### src/rtl/text_overlay.sv
// Text overlay: character buffer, video-rectangle lookup and clear-sweep FSM.
// Optional per-line blink is built when TEXT_OVERLAY_BLINK_EN is defined.
module text_overlay #(
  parameter int RECT_X = 20,
  parameter int RECT_Y = 20,
  parameter int LINES  = 10,
  parameter int LENGTH = 14
) (
  input  logic        i_clk,
  input  logic        i_rst_n,
  input  logic [10:0] i_x,
  input  logic [10:0] i_y,
  input  logic        i_wr_valid,
  output logic        o_wr_ready,
  input  logic [3:0]  i_wr_line,
  input  logic [4:0]  i_wr_col,
  input  logic [4:0]  i_wr_char,
  input  logic        i_clear,
  input  logic        i_attr_we,
  input  logic [3:0]  i_attr_line,
  input  logic        i_attr_blink,
  input  logic        i_frame,
  output logic [4:0]  o_char,
  output logic        o_active,
  output logic        o_busy,
  output logic        o_wr_err
);

  localparam int DEPTH = LINES * LENGTH;
  localparam int AW    = $clog2(DEPTH);
  localparam logic [AW-1:0] LAST = AW'(DEPTH - 1);
  localparam logic [4:0] BLANK = 5'h1F;

  typedef enum logic {S_IDLE, S_CLEAR} state_t;

  state_t          r_state;
  state_t          w_next;
  logic [AW-1:0]   r_addr;
  logic [4:0]      r_buf [DEPTH];
  logic [4:0]      r_char;
  logic            r_active;
  logic            r_err;

  logic            w_sweep_we;
  logic            w_wr_fire;
  logic            w_wr_ok;
  logic [9:0]      w_wr_addr;
  logic [7:0]      w_bx;
  logic [7:0]      w_by;
  logic [7:0]      w_rx;
  logic [7:0]      w_ry;
  logic [9:0]      w_rd_addr;
  logic            w_inside;
  logic            w_blink;
  logic            w_unused;

  // State register; reset always restarts the clear sweep.
  always_ff @(posedge i_clk) begin
    if (!i_rst_n) r_state <= S_CLEAR;
    else          r_state <= w_next;
  end

  // Next state: i_clear (re)starts the sweep, the last address ends it.
  always_comb begin
    w_next = r_state;
    case (r_state)
      S_IDLE:  if (i_clear) w_next = S_CLEAR;
      S_CLEAR: if (i_clear) w_next = S_CLEAR;
               else if (r_addr == LAST) w_next = S_IDLE;
      default: w_next = S_CLEAR;
    endcase
  end

  // Handshake outputs; a clear request takes priority over a write.
  always_comb begin
    o_wr_ready = (r_state == S_IDLE) && !i_clear;
    o_busy     = (r_state == S_CLEAR);
  end

  // Sweep address, rewound on reset or on any clear request.
  always_ff @(posedge i_clk) begin
    if (!i_rst_n || i_clear)  r_addr <= '0;
    else if (o_busy)          r_addr <= (r_addr == LAST) ? '0 : r_addr + 1'b1;
  end

  assign w_sweep_we = o_busy && !i_clear;
  assign w_wr_fire  = i_wr_valid && o_wr_ready;
  assign w_wr_ok    = ({1'b0, i_wr_line} < 5'(LINES)) && ({1'b0, i_wr_col} < 6'(LENGTH));
  assign w_wr_addr  = 10'(i_wr_line) * 10'(LENGTH) + 10'(i_wr_col);

  // Buffer writes: sweep blanking or an accepted in-range host write.
  always_ff @(posedge i_clk) begin
    if (w_sweep_we)                 r_buf[r_addr] <= BLANK;
    else if (w_wr_fire && w_wr_ok)  r_buf[w_wr_addr[AW-1:0]] <= i_wr_char;
  end

  // Sticky out-of-range flag, cleared whenever a sweep starts.
  always_ff @(posedge i_clk) begin
    if (!i_rst_n || i_clear)         r_err <= 1'b0;
    else if (w_wr_fire && !w_wr_ok)  r_err <= 1'b1;
  end

  assign w_bx      = i_x[10:3];
  assign w_by      = i_y[10:3];
  assign w_rx      = w_bx - 8'(RECT_X);
  assign w_ry      = w_by - 8'(RECT_Y);
  assign w_inside  = ({1'b0, w_bx} >= 9'(RECT_X)) && ({1'b0, w_bx} < 9'(RECT_X + LENGTH)) &&
                     ({1'b0, w_by} >= 9'(RECT_Y)) && ({1'b0, w_by} < 9'(RECT_Y + LINES));
  assign w_rd_addr = 10'(w_ry) * 10'(LENGTH) + 10'(w_rx);

`ifdef TEXT_OVERLAY_BLINK_EN
  logic [4:0]  r_cnt;
  logic [15:0] r_attr;

  // Frame counter; bit 4 gives a 16-frames-on / 16-frames-off blink phase.
  always_ff @(posedge i_clk) begin
    if (!i_rst_n)     r_cnt <= '0;
    else if (i_frame) r_cnt <= r_cnt + 5'd1;
  end

  // Per-line blink attribute store.
  always_ff @(posedge i_clk) begin
    if (!i_rst_n)
      r_attr <= '0;
    else if (i_attr_we && ({1'b0, i_attr_line} < 5'(LINES)))
      r_attr[i_attr_line] <= i_attr_blink;
  end

  assign w_blink  = r_attr[w_ry[3:0]] && r_cnt[4];
  assign w_unused = ^{i_x[2:0], i_y[2:0], w_wr_addr[9:AW], w_rd_addr[9:AW]};
`else
  assign w_blink  = 1'b0;
  assign w_unused = ^{i_x[2:0], i_y[2:0], w_wr_addr[9:AW], w_rd_addr[9:AW],
                      i_attr_we, i_attr_line, i_attr_blink, i_frame};
`endif

  // Registered pixel lookup (read-first); blank while sweeping or blinked off.
  always_ff @(posedge i_clk) begin
    if (!i_rst_n) begin
      r_char   <= BLANK;
      r_active <= 1'b0;
    end else begin
      r_active <= w_inside;
      r_char   <= (w_inside && (r_state == S_IDLE) && !w_blink) ?
                  r_buf[w_rd_addr[AW-1:0]] : BLANK;
    end
  end

  assign o_char   = r_char;
  assign o_active = r_active;
  assign o_wr_err = r_err;

endmodule

### config.mk
export PLATFORM = sky130hd
export DESIGN_NAME = text_overlay
export DESIGN_NICKNAME = d
export VERILOG_FILES = /design/src/rtl/text_overlay.sv
export SDC_FILE = /design/constraint.sdc
export NUM_CORES = 1
export LEC_CHECK = 0
export CAP_MARGIN = 40
export CORE_MARGIN = 8
export CORE_UTILIZATION = 45
export CTS_CLUSTER_DIAMETER = 120
export DETAILED_ROUTE_END_ITERATION = 16
export GPL_ROUTABILITY_DRIVEN = 0
export PLACE_DENSITY = 0.63
export RECOVER_POWER = 100
export REMOVE_ABC_BUFFERS = 1
export SETUP_SLACK_MARGIN = 0.02
export SYNTH_ARGS = -nofsm -noshare
export SYNTH_HDL_FRONTEND = slang
export SYNTH_SLANG_ARGS = --single-unit
### constraint.sdc
create_clock -name i_clk -period 4.33 [get_ports i_clk]
set_input_delay 0.6495 -clock i_clk [delete_from_list [all_inputs] [get_ports i_clk]]
set_output_delay 0.6495 -clock i_clk [all_outputs]
set_load 0.01 [all_outputs]
==> impl_metrics.ini <==
[status]
status = complete, no violations

[timing]
tightest_slew_ns = 1.34
fin_tns_setup_ns = 0
fmax_mhz = 237
setup_viol_count_final = 0
finalWorstSetupSlack_ns = 0.115
clock-skew-final_ns = 0.0173
hold_viol = 0
fin_hold_ws_ns = 0.478
relSlewSlack_pct = 10.6
rsz0062_at_grt = yes
slew_viol_final = 0
period_minus_slack_ns = 4.21
fin_crit_sh_pct = 97.3

[final_layout]
drive_above_1_share_pct = 31.0
nets = 2129
n_antenna_cell = 0
syn2layout_area_growth_pct = 21.3
finalNonFillerCells = 2963
post-route-util_pct = 55.1
final.fill_count = 5088
finalInstanceArea_mm2 = 0.0362

[global_routing]
grt_pass1_wl_um = 114000
grt_overflow_total = 0
grt_pass1_vias = 17700
grtUsageTotal_pct = 20.2
antenna_found_initial = 1
grt_start_max_net_pins = 89

[route]
vias = 17200
drt_pass1_iterations = 6
viasPerCell = 5.81
final_antenna_net_count = 0
drc_errors = 0
routedWlPerCell_um = 25.6
routed_wirelength_um = 75900
drtIter0Drc = 1837

[die]
design.core.area_mm2 = 0.0657
num_io_pins = 56
rows = 94
dieArea_mm2 = 0.0749
die_h_um = 274
start_util_pct = 45.4
die_x_um = 274

[power]
p_leak_nw = 14.0
finalPower_mw = 17.0
ir_drop_v = 0.000355
powerDensity_mw_per_mm2 = 468

[placed_design]
dp_slack_ns = -0.767
dpl-instance-area_mm2 = 0.0337
dp_hpwl_um = 50100
port_buffers = 42
placed_cells = 2826

[yosys]
synth_top_area_share_pct = 70.4
synthFlopType = edfxtp_1
ys_seq_elements = 716
ys_seq_area_share_pct = 71.5
syn_avg_cell_area_um2 = 17.9
synth_cell_type_count = 65
yosysTopAreaCell = edfxtp_1
netlist_instances = 1666
synth_area_mm2 = 0.0299
synth-async-reset-ratio_pct = 0
synth_warnings = 0
synth_area_leaders = edfxtp_1, mux4_2, mux2i_1
synth_edf_count = 700

[setup_path]
cp-end-kind = flop
slowest_stage = fa_1
path_cells = clkdlybuf4s50_1 > inv_1 > fa_1 > inv_1 > ha_1 > fa_1 > ha_4 > a21oi_1 > or2_2 > o311ai_4 > nand4_1 > clkbuf_2 > buf_6 > nor2_1 > clkbuf_2
slowest_delay_ns = 0.53
cp.required_ns = 4.62
critPathMaxFanout = 8
start_kind = input port
critical_path_class = in -> reg
critical_path_arrival_ns = 4.50

[min_path]
hold_path.class = reg -> reg

[flow_run]
cap_viol_max_count = 0

[cts]
clkSinkCount = 716
cts_made_buffers = 74
cts-root-buf = clkbuf_16
path_clk_slew_ns = 0.06
cts_tree = built
cts-htree-levels = 3
clk_path_buf_depth = 3
hold_buffers = 0
clock_latency_ns = 0.60
## cell families after synthesis
| group | share of synthesized area (%) |
|---|---|
| DFF | 71.5 |
| and+or+nand+nor | 5.04 |
| muxes | 13.5 |
| AOI/OAI and AO/OA | 4.87 |
| buffers and inverters | 2.30 |
| adders and majority gates | 1.86 |
| xor gates and xnor gates | 0.938 |
## where the power goes
part,internal (mW),switching [mW]
combinational,1.43,1.81
sequential,7.49,0.00195
clock,3.64,2.59
total,12.6,4.40
## state kept, by name, summed over array words and instances, names as in the netlist
| register | flops |
|---|---|
| o_busy | 1 |
| o_wr_err | 1 |
| o_active | 1 |
| r_addr | 8 |
| r_buf | 700 |
| o_char | 5 |
## final timing paths
kind                                  to  slack [ns]             startpoint  cells past startpoint
hold reg to reg    o_wr_err$_SDFFE_PP0P_        0.48  o_wr_err$_SDFFE_PP0P_                      2
setup / recovery  r_buf[15][3]$_DFFE_PP_        0.12           i_wr_line[0]                     15
hold / removal     o_wr_err$_SDFFE_PP0P_        0.48  o_wr_err$_SDFFE_PP0P_                      2
setup reg to reg  r_buf[42][3]$_DFFE_PP_        0.51      o_busy$_SDFF_PN1_                      5
## worst max-delay path, delay by kind of cell
family / cells / cell delay, ns
adder cells (fa/ha/maj): 4 / 1.56
buffers and inverters: 6 / 1.22
AO/OA/AOI/OAI: 2 / 0.48
AND/OR/NAND/NOR: 3 / 0.56
## cell usage after synthesis, types with 3 or more instances
master and instances:
inv_1 32, buf_6 15, dfxtp_1 16, nand4_1 5, a22oi_1 19, nand2_1 44, nor4_1 69, buf_1 3
ha_1 30, nor3_1 10, buf_4 6, mux4_1 4, o31ai_1 4, mux4_2 113, a2111oi_0 3, nor4b_1 3
a21o_1 8, or2_2 7, buf_2 29, edfxtp_1 700, nand3b_1 3, xnor2_1 21, nand2b_1 10, a211oi_1 10
buf_8 3, clkbuf_1 35, and2_1 6, mux2_2 17, or3_1 6, mux2i_1 120, a22o_1 21, nor2_1 103
a221oi_1 27, fa_1 9, o21ai_0 25, a221o_1 4, nor2b_1 18, nand3_1 7, o22ai_1 32, a21oi_1 29
xor2_1 11
## cells in the final DEF, fill, tap and decap left out, types with 18 or more instances in the layout
cell             synthesis  routed
a21oi_1                 29      25
edfxtp_1               700     700
mux4_2                 113     113
nor4_1                  69      40
xnor2_1                 21      19
a221oi_1                27      26
o22ai_1                 32      32
clkdlybuf4s50_1          0      31
a22o_1                  21      21
clkbuf_1                35      21
clkbuf_16                0      78
nor2b_1                 18      18
a22oi_1                 19      19
clkbuf_2                 0      64
nand2_1                 44      44
inv_1                   32      32
ha_1                    30      26
o21ai_0                 25      18
nor2_1                 103      98
buf_4                    6     236
mux2i_1                120     120
nor4_2                   0      26
## metal layers
layer | vias up | GRT usage [%] | share of wire, %
li1 | 7564 | - | -
met1 | 8798 | 27.8 | 42
met2 | 710 | 32.1 | 47
met3 | 145 | 3.63 | 7.5
met4 | 0 | 7.22 | 3.3
met5 | - | 0 | 0
## cell type report
type / instances / area [um2] / share of cell area (%)
clock inverter: 38 / 342 / 0.943
sequential: 716 / 21300 / 58.9
clock buffer: 94 / 2040 / 5.63
tap: 864 / 1080 / 2.98
multi-input combinational: 826 / 8220 / 22.7
inverter: 32 / 120 / 0.332
timing repair buffer: 393 / 3090 / 8.52
## timing repair
item | 4_1_cts | 5_1_grt
setup buffers | 0 | 2
gates cloned | 0 | 2
setup endpoints to repair | 49 | 607
gates resized for setup | 16 | 56
pin swaps | 0 | 4
Note: power is estimated with default switching activity, not from simulation.
